[src/rtl/play_core.sv]
// play_core: clip playback engine.
//   Reads the clip header word at the selected base address (low ADDR_W bits
//   hold the sample count N), then fetches samples base+1 .. base+N one at a
//   time over the SDRAM read/finished handshake and presents each one on the
//   audio valid/ready stream. The controller may pause (level) or stop (pulse).
// Ports:
//   i_clk, i_rst           clock (rising edge), asynchronous active-high reset
//   play_start/select      start pulse and clip base address (accepted in IDLE only)
//   play_pause, play_stop  hold output while high / abort playback
//   play_done, play_busy   one pulse per accepted start / high while not IDLE
//   play_read, play_addr   SDRAM read request (held until finished), word address
//   play_readdata          SDRAM read data, valid with play_sdram_finished
//   play_write/writedata   unused write channel, tied low
//   play_audio_*           sample stream to the audio sink
module play_core #(
  parameter int unsigned ADDR_W = 23,
  parameter int unsigned DATA_W = 32
) (
  input  logic              i_clk,
  input  logic              i_rst,
  input  logic              play_start,
  input  logic [ADDR_W-1:0] play_select,
  input  logic              play_pause,
  input  logic              play_stop,
  output logic              play_done,
  output logic              play_busy,
  output logic              play_read,
  output logic [ADDR_W-1:0] play_addr,
  input  logic [DATA_W-1:0] play_readdata,
  output logic              play_write,
  output logic [DATA_W-1:0] play_writedata,
  input  logic              play_sdram_finished,
  output logic [DATA_W-1:0] play_audio_data,
  output logic              play_audio_valid,
  input  logic              play_audio_ready
);

  typedef enum logic [2:0] {
    IDLE,
    RD_LEN,
    RD_DATA,
    SEND,
    PAUSED
  } state_t;

  state_t            state, state_n;
  logic [ADDR_W-1:0] addr_n;
  logic [ADDR_W-1:0] length, length_n;
  logic [ADDR_W-1:0] count, count_n;
  logic [ADDR_W-1:0] count_inc;
  logic [ADDR_W-1:0] rd_len;
  logic [DATA_W-1:0] data_n;
  logic              stop_pend, stop_pend_n;
  logic              done_n;

  assign play_read        = (state == RD_LEN) || (state == RD_DATA);
  assign play_audio_valid = (state == SEND);
  assign play_busy        = (state != IDLE);
  assign play_write       = 1'b0;
  assign play_writedata   = '0;

  assign count_inc = count + ADDR_W'(1);
  assign rd_len    = play_readdata[ADDR_W-1:0];

  always_ff @(posedge i_clk or posedge i_rst) begin
    if (i_rst) begin
      state           <= IDLE;
      play_addr       <= '0;
      play_audio_data <= '0;
      length          <= '0;
      count           <= '0;
      stop_pend       <= 1'b0;
      play_done       <= 1'b0;
    end else begin
      state           <= state_n;
      play_addr       <= addr_n;
      play_audio_data <= data_n;
      length          <= length_n;
      count           <= count_n;
      stop_pend       <= stop_pend_n;
      play_done       <= done_n;
    end
  end

  always_comb begin
    state_n     = state;
    addr_n      = play_addr;
    data_n      = play_audio_data;
    length_n    = length;
    count_n     = count;
    stop_pend_n = stop_pend;
    done_n      = 1'b0;

    unique case (state)
      IDLE: begin
        if (play_start) begin
          state_n     = RD_LEN;
          addr_n      = play_select;
          count_n     = '0;
          stop_pend_n = 1'b0;
        end
      end

      // A stop during a read cannot cancel the SDRAM op; remember it and
      // retire once the read completes, discarding whatever came back.
      RD_LEN: begin
        if (play_stop) stop_pend_n = 1'b1;
        if (play_sdram_finished) begin
          length_n = rd_len;
          if (stop_pend || play_stop || rd_len == '0) begin
            state_n = IDLE;
            done_n  = 1'b1;
          end else begin
            addr_n  = play_addr + ADDR_W'(1);
            state_n = RD_DATA;
          end
        end
      end

      RD_DATA: begin
        if (play_stop) stop_pend_n = 1'b1;
        if (play_sdram_finished) begin
          if (stop_pend || play_stop) begin
            state_n = IDLE;
            done_n  = 1'b1;
          end else begin
            data_n  = play_readdata;
            state_n = SEND;
          end
        end
      end

      // Transfer wins over stop and pause in the same cycle.
      SEND: begin
        if (play_audio_ready) begin
          count_n = count_inc;
          if (play_stop || count_inc == length) begin
            state_n = IDLE;
            done_n  = 1'b1;
          end else begin
            addr_n  = play_addr + ADDR_W'(1);
            state_n = RD_DATA;
          end
        end else if (play_stop) begin
          state_n = IDLE;
          done_n  = 1'b1;
        end else if (play_pause) begin
          state_n = PAUSED;
        end
      end

      PAUSED: begin
        if (play_stop) begin
          state_n = IDLE;
          done_n  = 1'b1;
        end else if (!play_pause) begin
          state_n = SEND;
        end
      end

      default: state_n = IDLE;
    endcase
  end

endmodule

[config.mk]
export PLATFORM = sky130hd
export DESIGN_NAME = play_core
export DESIGN_NICKNAME = d
export VERILOG_FILES = /design/src/rtl/play_core.sv
export SDC_FILE = /design/constraint.sdc
export NUM_CORES = 1
export LEC_CHECK = 0
export ABC_AREA = 1
export CORE_ASPECT_RATIO = 1.4
export CORE_UTILIZATION = 40
export DETAILED_ROUTE_END_ITERATION = 6
export PLACE_DENSITY = 0.72
export SYNTH_ARGS = -nofsm -noshare
export SYNTH_HDL_FRONTEND = slang
export SYNTH_SLANG_ARGS = --single-unit
[constraint.sdc]
create_clock -name i_clk -period 8.8 [get_ports i_clk]
set_input_delay 1.32 -clock i_clk [delete_from_list [all_inputs] [get_ports i_clk]]
set_output_delay 1.32 -clock i_clk [all_outputs]
set_load 0.05 [all_outputs]
==> qor.txt <==
GP Congestion = 0.895
Routed wire length = 16.7 mm
Final design area excluding fillers = 7960 um2
Leading cell types by count after synthesis = 294 x nand2_1, 106 x dfrtp_1, 99 x inv_1, 95 x nand3_1, 75 x o21ai_0
Fin crit share = 52.9%
Area leader, netlist = dfrtp_1
Worst setup startpoint = state[2]$_DFFE_PP0P_
CP arrival = 3340 ps
Met1 WL = 6.84 mm
Clock transition at path regs = 70 ps
Largest fanout on the critical path = 36
Max Cap Viol = 0
R2R setup slack = 5640 ps
Worst path slowest cell = clkdlybuf4s50_1
Die height = 152 um
Fin crit period = 4660 ps
Drt initial violations = 308
Largest family of logic cells by synthesized area = simple AND/OR/NAND/NOR gates
Most frequent CP cell = nor2_1
First-pass GRT wire length = 26.9 mm
Most common cell in the netlist = nand2_1
Max-slew violations = 0
Highest Signal Layer = met4
Setup Crit Path Kind = reg -> out
Post-synth EDFFs = 0
Cell Area, Placed = 7650 um2
Final non-filler cell total = 1201
Synth Area in XOR/XNOR = 2.99%
Port Buffer Count = 120
Root Driver = clkbuf_16
Hold_ws = 489 ps
Tot Pwr = 2.65 mW
Crit. End Element = output pin
Post-synthesis compound-gate area fraction = 8.00%
WL met2 = 8.26 mm
Setup Skew = 8.41 ps
Achievable Freq = 215 MHz
Pre-antenna DRT Iters = 5
Net Switching = 1.32 mW
Routed length per instance = 13.9 um
Power Density = 333 nW/um2
Worst slew margin = 29.8%
Post-Synth Simple-Gate Area = 33.9%
DRC Markers = 0
Drt via density = 4.94
Ys flop type = dfrtp_1
Setup TNS = 0 ps
Max VDD drop = 0.228 mV
GRT Residual Overflow = 0
Clock power share = 15.1%
Routed Antenna Nets = 0
R2R depth = 8
Initial antenna violation count = 0
Sw Ratio = 49.7%
Diodes inserted = 0
Synth Area per Inst = 7.20 um2
Multi-input gate area = 3140 um2
Post-CTS Setup Bufs = 0
Synth Warn # = 0
Tightest Pin Transition = 1050 ps
Synth Instances = 888
Yosys cell types = 38
Reg2reg start = state[2]$_DFFE_PP0P_
Comb power frac = 53.4%
Vias in the first global route = 5592
Max H-tree Level = 3
Synth top area cells = dfrtp_1 41%, nand2_1 17%, nand3_1 7.4%, o21ai_0 5.9%, inv_1 5.8%
CTS buffer count = 9
Starting Density = 41.0%
Sequential Power Share = 31.5%
Worst Path Required = 7480 ps
FF-to-FF End = count[2]$_DFFE_PP0P_
Clk_lat worst skew = 360 ps
Core Area = 15600 um2
Cell-internal power = 1.33 mW
Dpl hpwl = 12.4 mm
Total Die Area = 16500 um2
Die W = 109 um
Hold Fails Final Rpt = 0
Row count = 54
Synth Register Bits = 106
Post-synthesis sequential area ratio = 41.5%
Post-synthesis mux area share = 1.58%
Area grow syn2layout = 24.4%
Fillers = 1496
Vias after detailed routing = 5931
Mapped Area = 6390 um2
CP Cell Sequence = nor2_1 -> inv_2 -> nor2_1 -> or2_2 -> clkdlybuf4s50_1
Synth Area in Adders = 0.587%
CTS Buffer Depth = 2
Asr flop ratio synth = 100%
Post-cts repair resize count = 0
Reg area = 2650 um2
HP Class = reg -> reg
CP max stage delay = 800 ps
Status = complete, no violations
Dpl cells = 1185
CP Launch Type = register
CTS tree = built
Fin nets = 1065
Final setup fails = 0
Leak = 3.79 nW
# IOs = 154
# clock sinks = 106
Total Routing Usage GR = 21.2%
CP Capture Point = play_read
RSZ-0062 raised after global routing = no
Met3 wire len = 1.03 mm
Synth top area share = 41.5%
Share of cells above drive strength 1 = 5.77%
Largest net degree at the start of global routing = 79
Hold_buf cts = 0
## power by group through the flow
stage | clock network (mW) | registers [mW] | logic [mW]
4_1_cts | 0.412 | 0.835 | 1.42
6_report | 0.401 | 0.835 | 1.42
2_1_floorplan | 0 | 1.23 | 0.593
5_1_grt | 0.431 | 0.862 | 1.53
3_3_place_gp | 0 | 0.837 | 1.40
3_5_place_dp | 0 | 0.838 | 1.42
## final cells by class
type	instances	share of cell area, %
Clock buffer	9	2.83
Clock inverter	7	0.975
Inverter	101	4.80
Multi-Input combinational cell	657	39.4
Sequential cell	106	33.3
Tap cell	196	3.08
Timing Repair Buffer	125	15.6
## sequential cells by signal, summed over array words and instances (netlist names)
signal	cells
count	23
length	23
play_addr	23
play_audio_data	32
play_done	1
state	3
stop_pend	1
## critical path, delay by kind of cell (launching register included)
family / cells / cell delay [ps]
flip-flops: 1 / 430
AND/OR/NAND/NOR: 3 / 1260
buffers and inverters: 2 / 1290
## logic make-up (layout without fill, tap and decap cells)
logic type / count (synthesis) / after routing
adders and majority gates: 3 / 3
muxes: 9 / 9
and+or+nand+nor: 495 / 495
xor gates and xnor gates: 21 / 21
DFF: 106 / 106
other: 1 / 33
AOI/OAI and AO/OA: 96 / 96
buffers and inverters: 157 / 242
## worst min-delay path by stage
stage | from | to | cells past startpoint
after floorplan | length[18]$_DFFE_PP0P_ | length[18]$_DFFE_PP0P_ | 2
after global placement | play_audio_data[0]$_DFFE_PP0P_ | play_audio_data[0]$_DFFE_PP0P_ | 2
after detailed placement | play_audio_data[16]$_DFFE_PP0P_ | play_audio_data[16]$_DFFE_PP0P_ | 2
after CTS | play_audio_data[1]$_DFFE_PP0P_ | play_audio_data[1]$_DFFE_PP0P_ | 2
after global routing | play_audio_data[4]$_DFFE_PP0P_ | play_audio_data[4]$_DFFE_PP0P_ | 2
final | play_audio_data[18]$_DFFE_PP0P_ | play_audio_data[18]$_DFFE_PP0P_ | 2
## cell usage in the layout, fill, tap and decap left out, types with 7 or more instances in the layout
cell type / netlist / layout
xor2_1: 7 / 7
conb_1: 1 / 33
nand4_1: 12 / 12
inv_1: 99 / 98
mux2_2: 9 / 9
dfrtp_1: 106 / 106
nor2_1: 58 / 58
clkdlybuf4s50_1: 0 / 120
nand2_1: 294 / 294
clkbuf_16: 0 / 9
nand3b_1: 8 / 8
o22ai_1: 10 / 10
o21ai_0: 75 / 75
xnor2_1: 13 / 13
nand3_1: 95 / 94
## per-layer routing
| layer | vias up | global-route usage (%) |
|---|---|---|
| li1 | 2988 | - |
| met1 | 2717 | 25.2 |
| met2 | 187 | 35.9 |
| met3 | 39 | 4.15 |
| met4 | 0 | 11.2 |
| met5 | - | 0 |
## per-stage QoR
step / setup WS, ps / utilization, %
3_3_place_gp: 4570 / 49.0
4_1_cts: 4110 / 51.0
6_report: 4140 / 51.0
3_5_place_dp: 4500 / 49.0
5_1_grt: 3870 / 51.0
2_1_floorplan: 4690 / -
No activity file was read; power rests on OpenSTA's default activity.
